File: src/rtl/glyph_pkg.sv
// Shared definitions for the calculator glyph serializer: glyph codes,
// FSM state encodings and the 5x5 font table.
package glyph_pkg;

    localparam int FONT_W = 5;
    localparam int FONT_H = 5;

    localparam logic [3:0] GLYPH_PLUS  = 4'd10;
    localparam logic [3:0] GLYPH_MINUS = 4'd11;
    localparam logic [3:0] GLYPH_MUL   = 4'd12;
    localparam logic [3:0] GLYPH_DIV   = 4'd13;
    localparam logic [3:0] GLYPH_EQ    = 4'd14;
    localparam logic [3:0] GLYPH_BLANK = 4'd15;

    localparam logic [1:0] ST_IDLE  = 2'd0;
    localparam logic [1:0] ST_FETCH = 2'd1;
    localparam logic [1:0] ST_SHIFT = 2'd2;

    // Bitmaps are stored top row first, leftmost pixel in the row MSB.
    function automatic logic [FONT_W-1:0] glyph_font(input logic [3:0] code,
                                                     input logic [2:0] row);
        logic [FONT_W*FONT_H-1:0] bitmap;
        bitmap = '0;
        case (code)
            4'd0:        bitmap = 25'b11111_10001_10001_10001_11111;
            4'd1:        bitmap = 25'b00100_01100_00100_00100_01110;
            4'd2:        bitmap = 25'b11111_00001_11111_10000_11111;
            4'd3:        bitmap = 25'b11111_00001_01111_00001_11111;
            4'd4:        bitmap = 25'b10001_10001_11111_00001_00001;
            4'd5:        bitmap = 25'b11111_10000_11111_00001_11111;
            4'd6:        bitmap = 25'b11111_10000_11111_10001_11111;
            4'd7:        bitmap = 25'b11111_00001_00010_00100_00100;
            4'd8:        bitmap = 25'b11111_10001_11111_10001_11111;
            4'd9:        bitmap = 25'b11111_10001_11111_00001_11111;
            GLYPH_PLUS:  bitmap = 25'b00100_00100_11111_00100_00100;
            GLYPH_MINUS: bitmap = 25'b00000_00000_11111_00000_00000;
            GLYPH_MUL:   bitmap = 25'b10101_01110_11111_01110_10101;
            GLYPH_DIV:   bitmap = 25'b00001_00010_00100_01000_10000;
            GLYPH_EQ:    bitmap = 25'b00000_11111_00000_11111_00000;
            default:     bitmap = '0;
        endcase
        if (int'(row) >= FONT_H)
            return '0;
        return bitmap[(FONT_H-1-int'(row))*FONT_W +: FONT_W];
    endfunction

endpackage

File: src/rtl/glyph_font_rom.sv
// Combinational glyph code + row to font word lookup; rows beyond the
// glyph height (or beyond the stored font) read as blank.
module glyph_font_rom
    import glyph_pkg::*;
#(
    parameter int GLYPH_W = 5,
    parameter int GLYPH_H = 5,
    parameter int ROW_W   = 3
) (
    input  logic [3:0]         code,
    input  logic [ROW_W-1:0]   row,
    output logic [GLYPH_W-1:0] word
);

    logic [FONT_W-1:0] font_word;

    always_comb begin
        font_word = '0;
        if (int'(row) < GLYPH_H && int'(row) < FONT_H)
            font_word = glyph_font(code, 3'(row));
    end

    // Fit the 5-bit font to the configured row width, left-aligned.
    generate
        if (GLYPH_W == FONT_W) begin : g_exact
            assign word = font_word;
        end else if (GLYPH_W > FONT_W) begin : g_pad
            assign word = {font_word, {(GLYPH_W-FONT_W){1'b0}}};
        end else begin : g_trunc
            assign word = font_word[FONT_W-1 -: GLYPH_W];
        end
    endgenerate

endmodule

File: src/rtl/glyph_row_serializer.sv
// Looks up one glyph row and streams it MSB-first, each bit held SCALE_X
// cycles. Define GLYPH_INVERT_EN to add the cursor-highlight invert input.
module glyph_row_serializer
    import glyph_pkg::*;
#(
    parameter int GLYPH_W = 5,
    parameter int GLYPH_H = 5,
    parameter int ROW_W   = 3,
    parameter int SCALE_X = 2
) (
    input  logic             clk,
    input  logic             reset,
    input  logic             start,
    input  logic [3:0]       glyph_code,
    input  logic [ROW_W-1:0] row,
`ifdef GLYPH_INVERT_EN
    input  logic             invert,
`endif
    output logic             busy,
    output logic             pix_valid,
    output logic             pix_on,
    output logic             done
);

    localparam int BW = (GLYPH_W > 1) ? $clog2(GLYPH_W) : 1;
    localparam int SW = (SCALE_X > 1) ? $clog2(SCALE_X) : 1;

    logic [1:0]         state;
    logic [3:0]         code_q;
    logic [ROW_W-1:0]   row_q;
    logic [GLYPH_W-1:0] font_word;
    logic [GLYPH_W-1:0] shreg;
    logic [BW-1:0]      bit_cnt;
    logic [SW-1:0]      scale_cnt;
    logic               last_pix;
    logic               accept;

    glyph_font_rom #(
        .GLYPH_W (GLYPH_W),
        .GLYPH_H (GLYPH_H),
        .ROW_W   (ROW_W)
    ) u_rom (
        .code (code_q),
        .row  (row_q),
        .word (font_word)
    );

    assign accept   = (state == ST_IDLE) && start;
    assign last_pix = (state == ST_SHIFT) && (scale_cnt == '0) && (bit_cnt == '0);

    always_ff @(posedge clk) begin
        if (reset) begin
            state <= ST_IDLE;
        end else begin
            case (state)
                ST_IDLE:  if (start) state <= ST_FETCH;
                ST_FETCH: state <= ST_SHIFT;
                ST_SHIFT: if (last_pix) state <= ST_IDLE;
                default:  state <= ST_IDLE;
            endcase
        end
    end

    // NOTE: datapath registers are deliberately not reset; every output is
    // qualified by state, so their contents are don't-care while idle.
    always_ff @(posedge clk) begin
        if (accept) begin
            code_q <= glyph_code;
            row_q  <= row;
        end
        if (state == ST_FETCH) begin
            shreg     <= font_word;
            bit_cnt   <= BW'(GLYPH_W - 1);
            scale_cnt <= SW'(SCALE_X - 1);
        end else if (state == ST_SHIFT) begin
            if (scale_cnt == '0) begin
                if (bit_cnt != '0) begin
                    shreg     <= shreg << 1;
                    bit_cnt   <= bit_cnt - 1'b1;
                    scale_cnt <= SW'(SCALE_X - 1);
                end
            end else begin
                scale_cnt <= scale_cnt - 1'b1;
            end
        end
    end

    assign busy      = (state != ST_IDLE);
    assign pix_valid = (state == ST_SHIFT);
    assign done      = last_pix;

`ifdef GLYPH_INVERT_EN
    logic inv_q;

    always_ff @(posedge clk) begin
        if (accept)
            inv_q <= invert;
    end

    assign pix_on = pix_valid & (shreg[GLYPH_W-1] ^ inv_q);
`else
    assign pix_on = pix_valid & shreg[GLYPH_W-1];
`endif

endmodule

File: config.mk
export PLATFORM = sky130hd
export DESIGN_NAME = glyph_row_serializer
export DESIGN_NICKNAME = d
export VERILOG_FILES = /design/src/rtl/glyph_pkg.sv /design/src/rtl/glyph_font_rom.sv /design/src/rtl/glyph_row_serializer.sv
export SDC_FILE = /design/constraint.sdc
export NUM_CORES = 1
export LEC_CHECK = 0
export ABC_AREA = 1
export BUFFER_PORTS_ARGS = -buffer_cell sky130_fd_sc_hd__buf_4
export CORE_MARGIN = 4
export CORE_UTILIZATION = 30
export DETAILED_ROUTE_END_ITERATION = 10
export REMOVE_ABC_BUFFERS = 1
export SKIP_CTS_REPAIR_TIMING = 1
export SLEW_MARGIN = 5
export SYNTH_ARGS = -nofsm -noshare
export SYNTH_HDL_FRONTEND = slang
export SYNTH_SLANG_ARGS = --single-unit
export TNS_END_PERCENT = 20
File: constraint.sdc
create_clock -name clk -period 6.6 [get_ports clk]
set_input_delay 0.33 -clock clk [delete_from_list [all_inputs] [get_ports clk]]
set_output_delay 0.33 -clock clk [all_outputs]
set_load 0.005 [all_outputs]
==> out/qor.log <==
[clocking] maximum clock path buffer count 2
[synth] synthesized instance count 437
[sta] Setup Total Neg Slack 0 ps
[sta] Tightest Pin Transition 872 ps
[drt] DRC errors left 0
[synth] Post-synth EDFFs 12
[min_path] Min-Delay Path Depth 2
[critical_path] critical path data arrival time 4360 ps
[floorplanning] effective utilization at floorplan 31.3%
[sta] post-route clock period utilization 63.5%
[critical_path] data required time at the worst endpoint 6770 ps
[final_layout] Layout Utilization 33.9%
[critical_path] kind of launch point of the worst setup path flop
[critical_path] Reg2Reg Launch Point row_q[0]
[synth] predominant post-synthesis flop cell sky130_fd_sc_hd__dfxtp_1
[global_route] antenna violations before repair 0
[drt] number of vias after detailed routing 2894
[critical_path] sequence of cells on the critical path buf_4 -> inv_1 -> ha_1 -> buf_4 -> ha_1 -> ha_1 -> fa_1 -> inv_1 -> nor4_1 -> nand2_1 -> o21ai_0 -> nand2_1 -> nand2_1
[sta] worst slew slack as a fraction of its limit 41.8%
[drt] drt initial violations 250
[power_and_ir_drop] PwrDens 520 nW/um2
[drt] final wirelength 7270 um
[power_and_ir_drop] Max rail drop VDD 0.000186 V
[power_and_ir_drop] Switching Share 52.0%
[sta] unrepaired setup endpoints after global routing false
[critical_path] number of cells on the worst reg-to-reg path 13
[min_path] destination of the worst hold path state[1]
[synth] share of the synthesized area in the top cell type 18.4%
[clocking] clock transition time at the flip-flop clock pins of the worst setup and hold paths 80 ps
[drt] antenna viol nets, final 0
[global_route] maximum number of pins on one net before global-route repair 34
[final_layout] area occupied by registers 901 um2
[drt] post-DR vias/cell 5.09
[clocking] clk_lat worst skew 290 ps
[floorplanning] count of pins on the block boundary 14
[synth] post-synthesis cell area 2930 um2
[floorplanning] die area 11400 um2
[synth] number of warnings reported in the yosys synthesis log 0
[final_layout] Net count, final 469
[job] max-cap check violation count 0
[critical_path] reg2reg end shreg[2]
[critical_path] setup slack of the worst register-to-register path 2410 ps
[synth] library cell with the largest summed area after synthesis sky130_fd_sc_hd__dfxtp_1
[global_route] total grt overflow 0
[global_route] Most Crowded Layer GR met2
[place] pre-CTS setup slack 2450 ps
[place] quantity of I/O buffers inserted on ports 13
[sta] final critical delay including setup and external delays 4190 ps
[final_layout] Area Overhead vs Synth 8.33%
[synth] biggest area contributors in the synthesized netlist sky130_fd_sc_hd__dfxtp_1 18%, sky130_fd_sc_hd__nand2_1 17%, sky130_fd_sc_hd__nand3_1 15%
[power_and_ir_drop] clock group share of total power 9.7%
[sta] final setup violation count 0
[synth] Async SR Flop Fraction 0%
[power_and_ir_drop] internal power 0.000792 W
[global_route] global routing met3 resource utilization 1.75%
[global_route] first-pass GRT wire length 12100 um
[min_path] hold path startpoint reset
[synth] register bit total from synthesis 39
[sta] number of slew-limit violations in the final report 0
[critical_path] Slowest-stage cell, CP sky130_fd_sc_hd__fa_1
[clocking] number of buffers added by the clock tree synthesis step 5
[global_route] met1 track utilization from global routing 18.3%
[final_layout] number of cells in the finished layout apart from fillers 569
[clocking] root cell of the clock tree sky130_fd_sc_hd__clkbuf_8
[global_route] grt met2 use 19.7%
[power_and_ir_drop] Sequential Power Share 25.7%
[sta] fin worst setup slack 2410 ps
[final_layout] combined area of the multi-input logic cells 1750 um2
[power_and_ir_drop] share of power burned in combinational logic 64.6%
[floorplanning] vertical extent of the die 107 um
[final_layout] fraction of layout cells with a size suffix above 1 10.2%
[critical_path] Setup Crit Path Kind reg2reg
[place] count of placed standard cells including taps 561
[sta] Hold Fails Final Rpt 0
[drt] detailed-router iteration count before antenna repair 6
[power_and_ir_drop] total leakage power 1.50 nW
[clocking] CTS tree done
[place] GPL Wtd Cong 0.892
[clocking] H-tree levels 2
[global_route] vias in the first global route 2547
[power_and_ir_drop] Net Sw Power 0.000858 W
[critical_path] maximum net fanout on the critical path 33
[global_route] GRT Resource Usage Total 13.0%
[synth] synthesized area per cell 6.71 um2
[run_status] status complete, no violations
[critical_path] worst stage delay on the critical path 700 ps
[sta] worst clock skew 8.66 ps
[power_and_ir_drop] post-layout power 0.00165 W
[place] HPWL after detailed placement 5460 um
[drt] routed length per instance 12.8 um
[floorplanning] standard-cell row count 35
[final_layout] final-layout fill cell count 1037
[synth] post-synthesis cell type count 38
[final_layout] number of antenna diodes 0
[floorplanning] die width 107 um
[floorplanning] core area 9370 um2
[clocking] Sinks on Clock Net 39
[critical_path] Setup crit end kind flop
[min_path] Hold/Removal Path Class in2reg
[sta] upper clock frequency limit 239 MHz
[synth] part of the Yosys area used for sequential elements 30.7%
[kinds of logic (layout without fill, tap and decap cells)]
kind of cell	count (synthesis)	count (layout)	synth area share, %
simple gates	259	259	39.2
compound gates	53	53	10.7
buf+inv	63	66	9.65
xor+xnor	3	3	0.897
flops	39	39	30.7
fa+ha+maj	20	20	8.80
[worst max-delay path: cells and delay by family, from the launching register on]
family | cells | cell delay [ps]
AND/OR/NAND/NOR | 4 | 680
flip-flops | 1 | 370
adder cells (fa/ha/maj) | 4 | 1610
AO/OA/AOI/OAI | 1 | 190
buffers and inverters | 4 | 1190
[Yosys cell counts (5+ instances only)]
cell type	instances
sky130_fd_sc_hd__edfxtp_1	12
sky130_fd_sc_hd__nand2_1	131
sky130_fd_sc_hd__nand3_1	85
sky130_fd_sc_hd__dfxtp_1	27
sky130_fd_sc_hd__nor2_1	22
sky130_fd_sc_hd__clkbuf_1	5
sky130_fd_sc_hd__o21ai_0	19
sky130_fd_sc_hd__ha_1	19
sky130_fd_sc_hd__a21oi_1	7
sky130_fd_sc_hd__inv_1	38
sky130_fd_sc_hd__o21ai_1	9
sky130_fd_sc_hd__buf_2	5
sky130_fd_sc_hd__nand2_2	5
[per-stage QoR]
stage                     hold slack, ps  area [um2]
final                                199        3170
after detailed placement             485        3090
after global routing                 189        3170
after floorplan                      408        2810
after global placement               465        3090
after CTS                            184        3170
[power groups by stage]
stage | Sequential, W | Clock (W) | Combinational (W)
after floorplan | 0.000416 | 0 | 0.000785
after global placement | 0.000429 | 0 | 0.00105
after detailed placement | 0.000430 | 0 | 0.00105
after CTS | 0.000425 | 0.000164 | 0.00105
after global routing | 0.000437 | 0.000175 | 0.00121
final | 0.000424 | 0.000160 | 0.00107
[area by class of cell]
class                   instances  area share [%]
well taps                     129            5.08
clock buffers                   5            2.17
multi-input cells             335            55.0
clock inverters                 3           0.631
repair buffers                 15            3.55
inverters                      43            5.16
flip-flops and latches         39            28.4
[layer usage]
layer | part of all wire (%) | vias to the layer above
met5 | 0 | -
met4 | 2.9 | 0
met3 | 5.8 | 18
met2 | 44 | 116
met1 | 47 | 1312
li1 | - | 1448
[placed cells by master, fill, tap and decap left out, drive strengths merged, types with 3 or more instances in the layout]
cell,synthesis,final
edfxtp,12,12
o211ai,4,4
nor3,3,3
or2,3,3
nand2,138,138
buf,15,15
a21oi,7,7
inv,43,43
clkbuf,5,5
o21ai,31,31
a31oi,3,3
nand3,87,87
dfxtp,27,27
ha,19,19
nor2,23,23
nand4,4,4
[how the worst max path moves through the flow]
stage	cells past startpoint	slack, ps	endpoint	startpoint
floorplan	11	2430	shreg[2]	row_q[0]
global placement	13	2450	shreg[2]	row_q[0]
detailed placement	13	2450	shreg[2]	row_q[0]
CTS	13	2410	shreg[2]	row_q[0]
global route	13	2040	shreg[2]	row_q[0]
finish	13	2410	shreg[2]	row_q[0]
(Power assumes the default switching activity.)
